[src/rtl/fifo_serial_reader.sv]
// Read side of the DAQ sample FIFO: pops one word at a time and shifts it out MSB-first
// on a cs_n/sclk/sdo link (SPI mode 0), with a fixed inter-word gap and a word counter.
module fifo_serial_reader #(
  parameter int DATA_LENGTH = 16,
  parameter int CLK_DIV     = 2,
  parameter int GAP_CYCLES  = 2,
  parameter int COUNT_WIDTH = 16
) (
  input  logic                   clk,
  input  logic                   reset,
  input  logic                   enable,
  input  logic                   fifo_empty,
  input  logic [DATA_LENGTH-1:0] fifo_o_data,
  output logic                   fifo_read,
  output logic                   cs_n,
  output logic                   sclk,
  output logic                   sdo,
  output logic                   busy,
  output logic [COUNT_WIDTH-1:0] words_sent
);

  localparam int CNT_MAX = (CLK_DIV > GAP_CYCLES) ? CLK_DIV : GAP_CYCLES;
  localparam int DIV_W   = $clog2(CNT_MAX + 1);
  localparam int BIT_W   = (DATA_LENGTH > 2) ? $clog2(DATA_LENGTH) : 1;

  localparam logic [DIV_W-1:0] DIV_LAST = DIV_W'(CLK_DIV - 1);
  localparam logic [DIV_W-1:0] GAP_LAST = DIV_W'(GAP_CYCLES - 1);
  localparam logic [BIT_W-1:0] BIT_TOP  = BIT_W'(DATA_LENGTH - 1);

  typedef enum logic [2:0] {
    IDLE,
    POP,
    SHIFT_LO,
    SHIFT_HI,
    GAP
  } state_t;

  state_t                   state_q, state_d;
  logic [DATA_LENGTH-1:0]   shreg_q, shreg_d;
  logic [BIT_W-1:0]         bit_cnt_q, bit_cnt_d;
  logic [DIV_W-1:0]         div_cnt_q, div_cnt_d;
  logic [COUNT_WIDTH-1:0]   words_sent_q, words_sent_d;
  logic                     fifo_read_q, fifo_read_d;
  logic                     cs_n_q, cs_n_d;
  logic                     sclk_q, sclk_d;
  logic                     sdo_q, sdo_d;
  logic                     busy_q, busy_d;

  // div_cnt times both the sclk half-periods and the inter-word gap
  always_comb begin
    state_d      = state_q;
    shreg_d      = shreg_q;
    bit_cnt_d    = bit_cnt_q;
    div_cnt_d    = div_cnt_q;
    words_sent_d = words_sent_q;

    unique case (state_q)
      IDLE: begin
        div_cnt_d = '0;
        if (enable && !fifo_empty) begin
          shreg_d   = fifo_o_data;
          bit_cnt_d = BIT_TOP;
          state_d   = POP;
        end
      end
      POP: begin
        div_cnt_d = '0;
        state_d   = SHIFT_LO;
      end
      SHIFT_LO: begin
        if (div_cnt_q == DIV_LAST) begin
          div_cnt_d = '0;
          state_d   = SHIFT_HI;
        end else begin
          div_cnt_d = div_cnt_q + 1'b1;
        end
      end
      SHIFT_HI: begin
        if (div_cnt_q == DIV_LAST) begin
          div_cnt_d = '0;
          if (bit_cnt_q == '0) begin
            words_sent_d = words_sent_q + 1'b1;
            state_d      = GAP;
          end else begin
            shreg_d   = {shreg_q[DATA_LENGTH-2:0], 1'b0};
            bit_cnt_d = bit_cnt_q - 1'b1;
            state_d   = SHIFT_LO;
          end
        end else begin
          div_cnt_d = div_cnt_q + 1'b1;
        end
      end
      GAP: begin
        if (div_cnt_q == GAP_LAST) begin
          div_cnt_d = '0;
          state_d   = IDLE;
        end else begin
          div_cnt_d = div_cnt_q + 1'b1;
        end
      end
      default: begin
        div_cnt_d = '0;
        state_d   = IDLE;
      end
    endcase
  end

  // Outputs are decoded from the next state so each one lands in a flop alongside state_q
  always_comb begin
    fifo_read_d = (state_d == POP);
    cs_n_d      = !((state_d == SHIFT_LO) || (state_d == SHIFT_HI));
    sclk_d      = (state_d == SHIFT_HI);
    sdo_d       = ((state_d == SHIFT_LO) || (state_d == SHIFT_HI)) ? shreg_d[DATA_LENGTH-1] : 1'b0;
    busy_d      = (state_d != IDLE);
  end

  always_ff @(posedge clk or posedge reset) begin
    if (reset) begin
      state_q      <= IDLE;
      shreg_q      <= '0;
      bit_cnt_q    <= '0;
      div_cnt_q    <= '0;
      words_sent_q <= '0;
      fifo_read_q  <= 1'b0;
      cs_n_q       <= 1'b1;
      sclk_q       <= 1'b0;
      sdo_q        <= 1'b0;
      busy_q       <= 1'b0;
    end else begin
      state_q      <= state_d;
      shreg_q      <= shreg_d;
      bit_cnt_q    <= bit_cnt_d;
      div_cnt_q    <= div_cnt_d;
      words_sent_q <= words_sent_d;
      fifo_read_q  <= fifo_read_d;
      cs_n_q       <= cs_n_d;
      sclk_q       <= sclk_d;
      sdo_q        <= sdo_d;
      busy_q       <= busy_d;
    end
  end

  assign fifo_read  = fifo_read_q;
  assign cs_n       = cs_n_q;
  assign sclk       = sclk_q;
  assign sdo        = sdo_q;
  assign busy       = busy_q;
  assign words_sent = words_sent_q;

endmodule
[config.mk]
export PLATFORM = sky130hd
export DESIGN_NAME = fifo_serial_reader
export DESIGN_NICKNAME = d
export VERILOG_FILES = /design/src/rtl/fifo_serial_reader.sv
export SDC_FILE = /design/constraint.sdc
export NUM_CORES = 1
export LEC_CHECK = 0
export ABC_AREA = 1
export ABC_CLOCK_PERIOD_IN_PS = 1900
export CAP_MARGIN = 20
export CORE_UTILIZATION = 54
export CTS_BUF_LIST = sky130_fd_sc_hd__clkbuf_8
export CTS_CLUSTER_DIAMETER = 150
export DETAILED_ROUTE_END_ITERATION = 6
export PLACE_DENSITY_LB_ADDON = 0.3
export SLEW_MARGIN = 20
export SYNTH_ARGS = -nofsm -noshare
export SYNTH_HDL_FRONTEND = slang
export SYNTH_SLANG_ARGS = --single-unit
export TNS_END_PERCENT = 100
[constraint.sdc]
create_clock -name clk -period 1.9 [get_ports clk]
set_clock_uncertainty 0.2 [all_clocks]
set_input_delay 0.38 -clock clk [delete_from_list [all_inputs] [get_ports clk]]
set_output_delay 0.38 -clock clk [all_outputs]
set_load 0.03 [all_outputs]
## After elaboration in Yosys (flattened, before gate mapping)

Index checks and enable logic that the tools add are counted.

| word-level totals | value |
|---|---|
| register bits | 46 |
| output and inout bits | 21 |
| word-level logic and storage cells | 53 |

| operators by class | value |
|---|---|
| add/sub/neg operators | 3 |
| equality and inequality tests | 11 |
| muxes and demuxes | 17 |
| reduce and logical (&&, ||, !) cells | 11 |

Operator list:

| cell | number |
|---|---|
| 2-to-1 mux 16 bit | 3 |
| one-hot mux 16 bit (2 select lines) | 1 |
| adder 16 x 1 -> 16 bit, second input constant | 1 |
| 2-to-1 mux 3 bit | 5 |
| one-hot mux 3 bit (5 select lines) | 1 |
| == test 3 x 2 -> 1 bit, second input constant | 4 |
| 2-to-1 mux 4 bit | 3 |
| one-hot mux 4 bit (2 select lines) | 1 |
| == test 3 x 1 -> 1 bit, second input constant | 2 |
| != test 2 bit, second input constant | 3 |
| zero test 4 bit | 1 |
| 2-to-1 mux 2 bit | 2 |
| AND reduction 4 bit | 1 |
| subtractor 4 x 1 -> 4 bit, second input constant | 1 |
| == test 3 bit, second input constant | 1 |
| zero test 3 bit | 1 |
| AND reduction 3 bit | 1 |
| nonzero test 3 bit | 1 |
| OR reduction 3 bit | 1 |
| adder 2 x 1 -> 2 bit, second input constant | 1 |
| == test 2 x 1 -> 1 bit, second input constant | 1 |
| zero test 1 bit | 2 |
| nonzero test 2 bit | 1 |
| logical AND 1 bit | 1 |
| 2 further kinds | 2 |

## Logic depth before layout (Yosys ltp)

Gate-level depths: netlist of the first run.

| logic depth | value |
|---|---|
| depth in word-level cells | 7 |
| gate-level depth with buffers | 9 |

## Worst setup path after synthesis of the first run

No wires, ideal clock.

| timing | value |
|---|---|
| path kind | reg-to-reg |
| start point | reg words_sent_q[0] (netlist: words_sent[0]) |
| end point | reg words_sent_q[8] (netlist: words_sent[8]) |
| library setup time | 122 ps |
| arrival time | 1374 ps |
| path slack | 204 ps |
| stages on the path, launching flop included | 8 |
| period minus slack after synthesis | 1696 ps |
| cell sequence | dfrtp_1 -> ha_1 -> inv_1 -> nor2_1 -> nand2_1 -> xor2_1 -> nand2_1 -> o21ai_1 |

| on the way | value |
|---|---|
| cells in the longest elaborated chain, start to end | 1 |

Ends and longest elaborated chain:

| what | RTL line | text |
|---|---|---|
| start, declared | 42 | `logic [COUNT_WIDTH-1:0] words_sent_q, words_sent_d;` |
| start signal, assigned | 134 | `words_sent_q <= words_sent_d;` |
| adder 16 x 1 -> 16 bit | 82 | `words_sent_d = words_sent_q + 1'b1;` |

Every way passes these cells.
A chain may end at the register's enable or synchronous reset.

## Final worst setup path of the first run

| timing | value |
|---|---|
| start point | reg busy_q (netlist: busy) |
| end point | out busy |

RTL lines:

| what | RTL line | text |
|---|---|---|
| start, declared | 47 | `logic busy_q, busy_d;` |
| start signal, assigned | 139 | `busy_q <= busy_d;` |
| end, declared | 18 | `output logic busy,` |

No word-level cell between the ends.

==> run summary, run 1 <==
PwrDens -> 1120 mW/mm²
Slew headroom -> 75.8%
Avg WL per Cell -> 13.1 µm
CTS tree -> yes
Post-Synthesis Cells -> 273
initial antenna violation count -> 0
worst min path class -> in -> async
drt via density -> 5.22
# DRC -> 0
crit-path max FO -> 1
global-route usage over all layers -> 25.1%
RSZ-0062 raised after global routing -> no
Longest Clk Path Bufs -> 2
final hold vios -> 0
top_reg_cell synth -> dfrtp_1
first-pass GRT wire length -> 8400 µm
CP max-delay cell -> clkdlybuf4s50_1
Nets -> 344
Logic pwr share -> 31.0%
Synth Area in XOR/XNOR -> 4.12%
largest cells by area after synthesis -> dfrtp_1 (49%), nand2_1 (16%), a22oi_1 (4.6%), inv_1 (4.4%), nor2_1 (4.1%)
critical path class -> reg -> out
syn avg cell area -> 8.35 µm²
core box area -> 0.00403 mm²
Achievable Freq -> 538 MHz
Psw -> 1140 µW
Antenna Diode Count -> 0
run status -> complete, no violations
I/O Buffers -> 40
Initial Utilization -> 56.6%
Clock Power Share -> 27.1%
Setup-failing EPs final -> 0
biggest area consumer among synthesized cells -> dfrtp_1
Peak VDD IR -> 0.643 mV
crit-path cells -> clkdlybuf4s50_1
die area -> 0.00448 mm²
share of cells above drive strength 1 -> 10.8%
multiplexer share of the synthesized area -> 0%
hold_buf cts -> 0
crit end category -> output port
Seq/Total Area, Yosys -> 50.6%
Slew @ Worst Pin -> 360 ps
Post-CTS Resized -> 17
CTS Sinks -> 46
CTS H-tree depth -> 2
largest net degree at the start of global routing -> 40
antenna-violating nets left -> 0
DIE WIDTH -> 67.0 µm
Die Ht -> 67.0 µm
Seq pwr share -> 41.9%
DP Wirelength -> 3390 µm
number of synthesized register bits -> 46
Netlist cell types -> 27
Adder-Cell Fraction of Synth Area -> 1.10%
Fillers -> 306
Layout area overhead -> 28.3%
area of the multi-input gates -> 975 µm²
Vias -> 1946
worst path bufs/invs -> 1
Tmin final -> 1860 ps
register area -> 0.00115 mm²
CP startpoint kind -> flip-flop
CTS root buffer -> clkbuf_8
Lkg Pwr -> 0.00148 µW
Switching Fraction -> 34.8%
Final period util -> 97.9%
gr ovfl total -> 0
Synth Area in Compound Gates -> 7.30%
drt first pass iters -> 4
Setup TNS Final -> 0 ps
family with the most delay on the worst path -> buffers and inverters
crit path DAT -> 1280 ps
drt total wl -> 4870 µm
vias in the first global route -> 1901
Post-synth ARST share -> 100%
postcts setup bufs -> 0
largest family of logic cells by synthesized area -> simple AND/OR/NAND/NOR gates
Ys Warns -> 0
worst path required time -> 1320 ps
post-synth net total -> 295
# rows -> 23
total CTS buffers -> 5
clock latency on the worst-skew pair -> 300 ps
Slew Viols, Final -> 0
simple-gate area share of the yosys netlist -> 29.7%
Clock Pin Slew Worst Setup and Hold Paths -> 80 ps
IO Pins -> 41
1st-iter DRT viols -> 214
Post-Syn Area -> 0.00228 mm²
crit-path max cell delay -> 660 ps
internal power -> 2140 µW
Max-Cap Viols -> 0
Final Wtd Congestion -> 0.894
Fin Hold WS -> 99.8 ps
EDFF count, synth -> 0
Synth top area share -> 49.4%
[through the flow]
stage / area, µm² / cells / worst slack (ps) / utilization, % / power, µW
after global routing: 2920 / 373 / 0.300 / 72.6 / 3470
after global placement: 2780 / 365 / 121 / 69.1 / 2340
after floorplan: 2280 / 273 / 204 / - / 2100
after CTS: 2900 / 373 / 6.84 / 72.1 / 3280
final: 2920 / 373 / 39.6 / 72.6 / 3280
after detailed placement: 2780 / 365 / 77.3 / 69.1 / 2400
[cell families (layout without fill, tap and decap cells)]
family	after synthesis	in the layout
buf+inv	35	85
fa+ha+maj	2	2
compound gates	25	25
flops	46	46
xor+xnor	9	9
simple gates	156	156
[power by group through the flow]
stage          combinational [µW]  clock [µW]  sequential [µW]
3_5_place_dp                 1010           0             1390
5_1_grt                      1130         940             1410
6_report                     1020         888             1380
4_1_cts                      1000         900             1370
2_1_floorplan                 663           0             1440
3_3_place_gp                  962           0             1380
[cell type report]
class / count / share of cell area (%)
inverters: 30 / 3.94
clock buffers: 6 / 2.82
repair buffers: 47 / 16.3
clock inverters: 2 / 2.05
multi-input cells: 192 / 33.3
flip-flops and latches: 46 / 39.4
well taps: 50 / 2.14
[routing by layer]
metal  vias up  wire length, µm  track usage (%)
met4         0               63             9.84
met5         -                0                0
met3         6              215             5.48
li1        956                -                -
met1       937             2200             32.2
met2        47             2390             40.9
[placed cells by master (no fill, tap or decap)]
master           synthesis  layout
buf_4                    2       4
xnor2_1                  2       2
nor2_2                   1       2
bufinv_16                0       2
buf_12                   0       3
nand2_4                  1       1
nand4_1                  5       5
dfrtp_1                 45      45
xor2_1                   5       5
a21oi_2                  1       1
clkdlybuf4s50_1          0      20
nand3_1                 13      13
dfstp_2                  1       1
inv_2                    2       2
xnor2_2                  2       2
dlygate4sd2_1            0      17
clkinv_1                 0       1
nand2_1                 98      98
o21ai_1                  5       5
nand3_4                  0       1
ha_1                     2       1
and3_1                   1       1
clkbuf_8                 0       6
a22oi_1                 14      14
nor2_4                   4       4
inv_1                   27      26
o21ai_0                  4       4
inv_4                    1       1
dlymetal6s2s_1           0       3
o21a_1                   1       1
ha_2                     0       1
nand2_2                  4       4
nor2_1                  25      24
nor3_1                   3       3
[cells in the mapped netlist, types with 2 or more instances]
library cell,count
nand2_1,98
dfrtp_1,45
inv_1,27
nor2_1,25
a22oi_1,14
nand3_1,13
nand4_1,5
o21ai_1,5
xor2_1,5
nand2_2,4
nor2_4,4
o21ai_0,4
buf_6,3
nor3_1,3
buf_4,2
ha_1,2
inv_2,2
xnor2_1,2
xnor2_2,2
[worst paths after layout]
path / startpoint / to / slack (ps) / cells after the start
worst max register to register: bit_cnt_q[0] / shreg_q[6] / 150 / 8
min in group clk: div_cnt_q[0] / div_cnt_q[0] / 260 / 1
worst max-delay path: busy / busy / 40 / 1
worst min-delay path: reset / words_sent[7] / 100 / 2
max in group asynchronous: reset / cs_n / 860 / 3
worst min register to register: div_cnt_q[0] / div_cnt_q[0] / 260 / 1
[flip-flops by register name, indices dropped and copies added (netlist names)]
register and cells:
shreg_q 16, words_sent 16, bit_cnt_q 4, state_q 3, div_cnt_q 2, busy 1, cs_n 1, fifo_read 1
sclk 1, sdo 1
No activity file was read; power rests on OpenSTA's default activity.
==> inputs of run 2 (changes only) <==
--- a/config.mk
+++ b/config.mk
@@ -10,7 +10,6 @@
 export CAP_MARGIN = 20
 export CORE_UTILIZATION = 54
 export CTS_BUF_LIST = sky130_fd_sc_hd__clkbuf_8
-export CTS_CLUSTER_DIAMETER = 150
 export DETAILED_ROUTE_END_ITERATION = 6
 export PLACE_DENSITY_LB_ADDON = 0.3
 export SLEW_MARGIN = 20
==> results of run 2 <==
The final DEF is identical to that of run 1; final timing and power are the same.
==> inputs of run 3 (changes only) <==
--- a/config.mk
+++ b/config.mk
@@ -12,7 +12,6 @@
 export CTS_BUF_LIST = sky130_fd_sc_hd__clkbuf_8
 export DETAILED_ROUTE_END_ITERATION = 6
 export PLACE_DENSITY_LB_ADDON = 0.3
-export SLEW_MARGIN = 20
 export SYNTH_ARGS = -nofsm -noshare
 export SYNTH_HDL_FRONTEND = slang
 export SYNTH_SLANG_ARGS = --single-unit
==> results of run 3 <==
The final DEF is identical to that of run 1; final timing and power are the same.
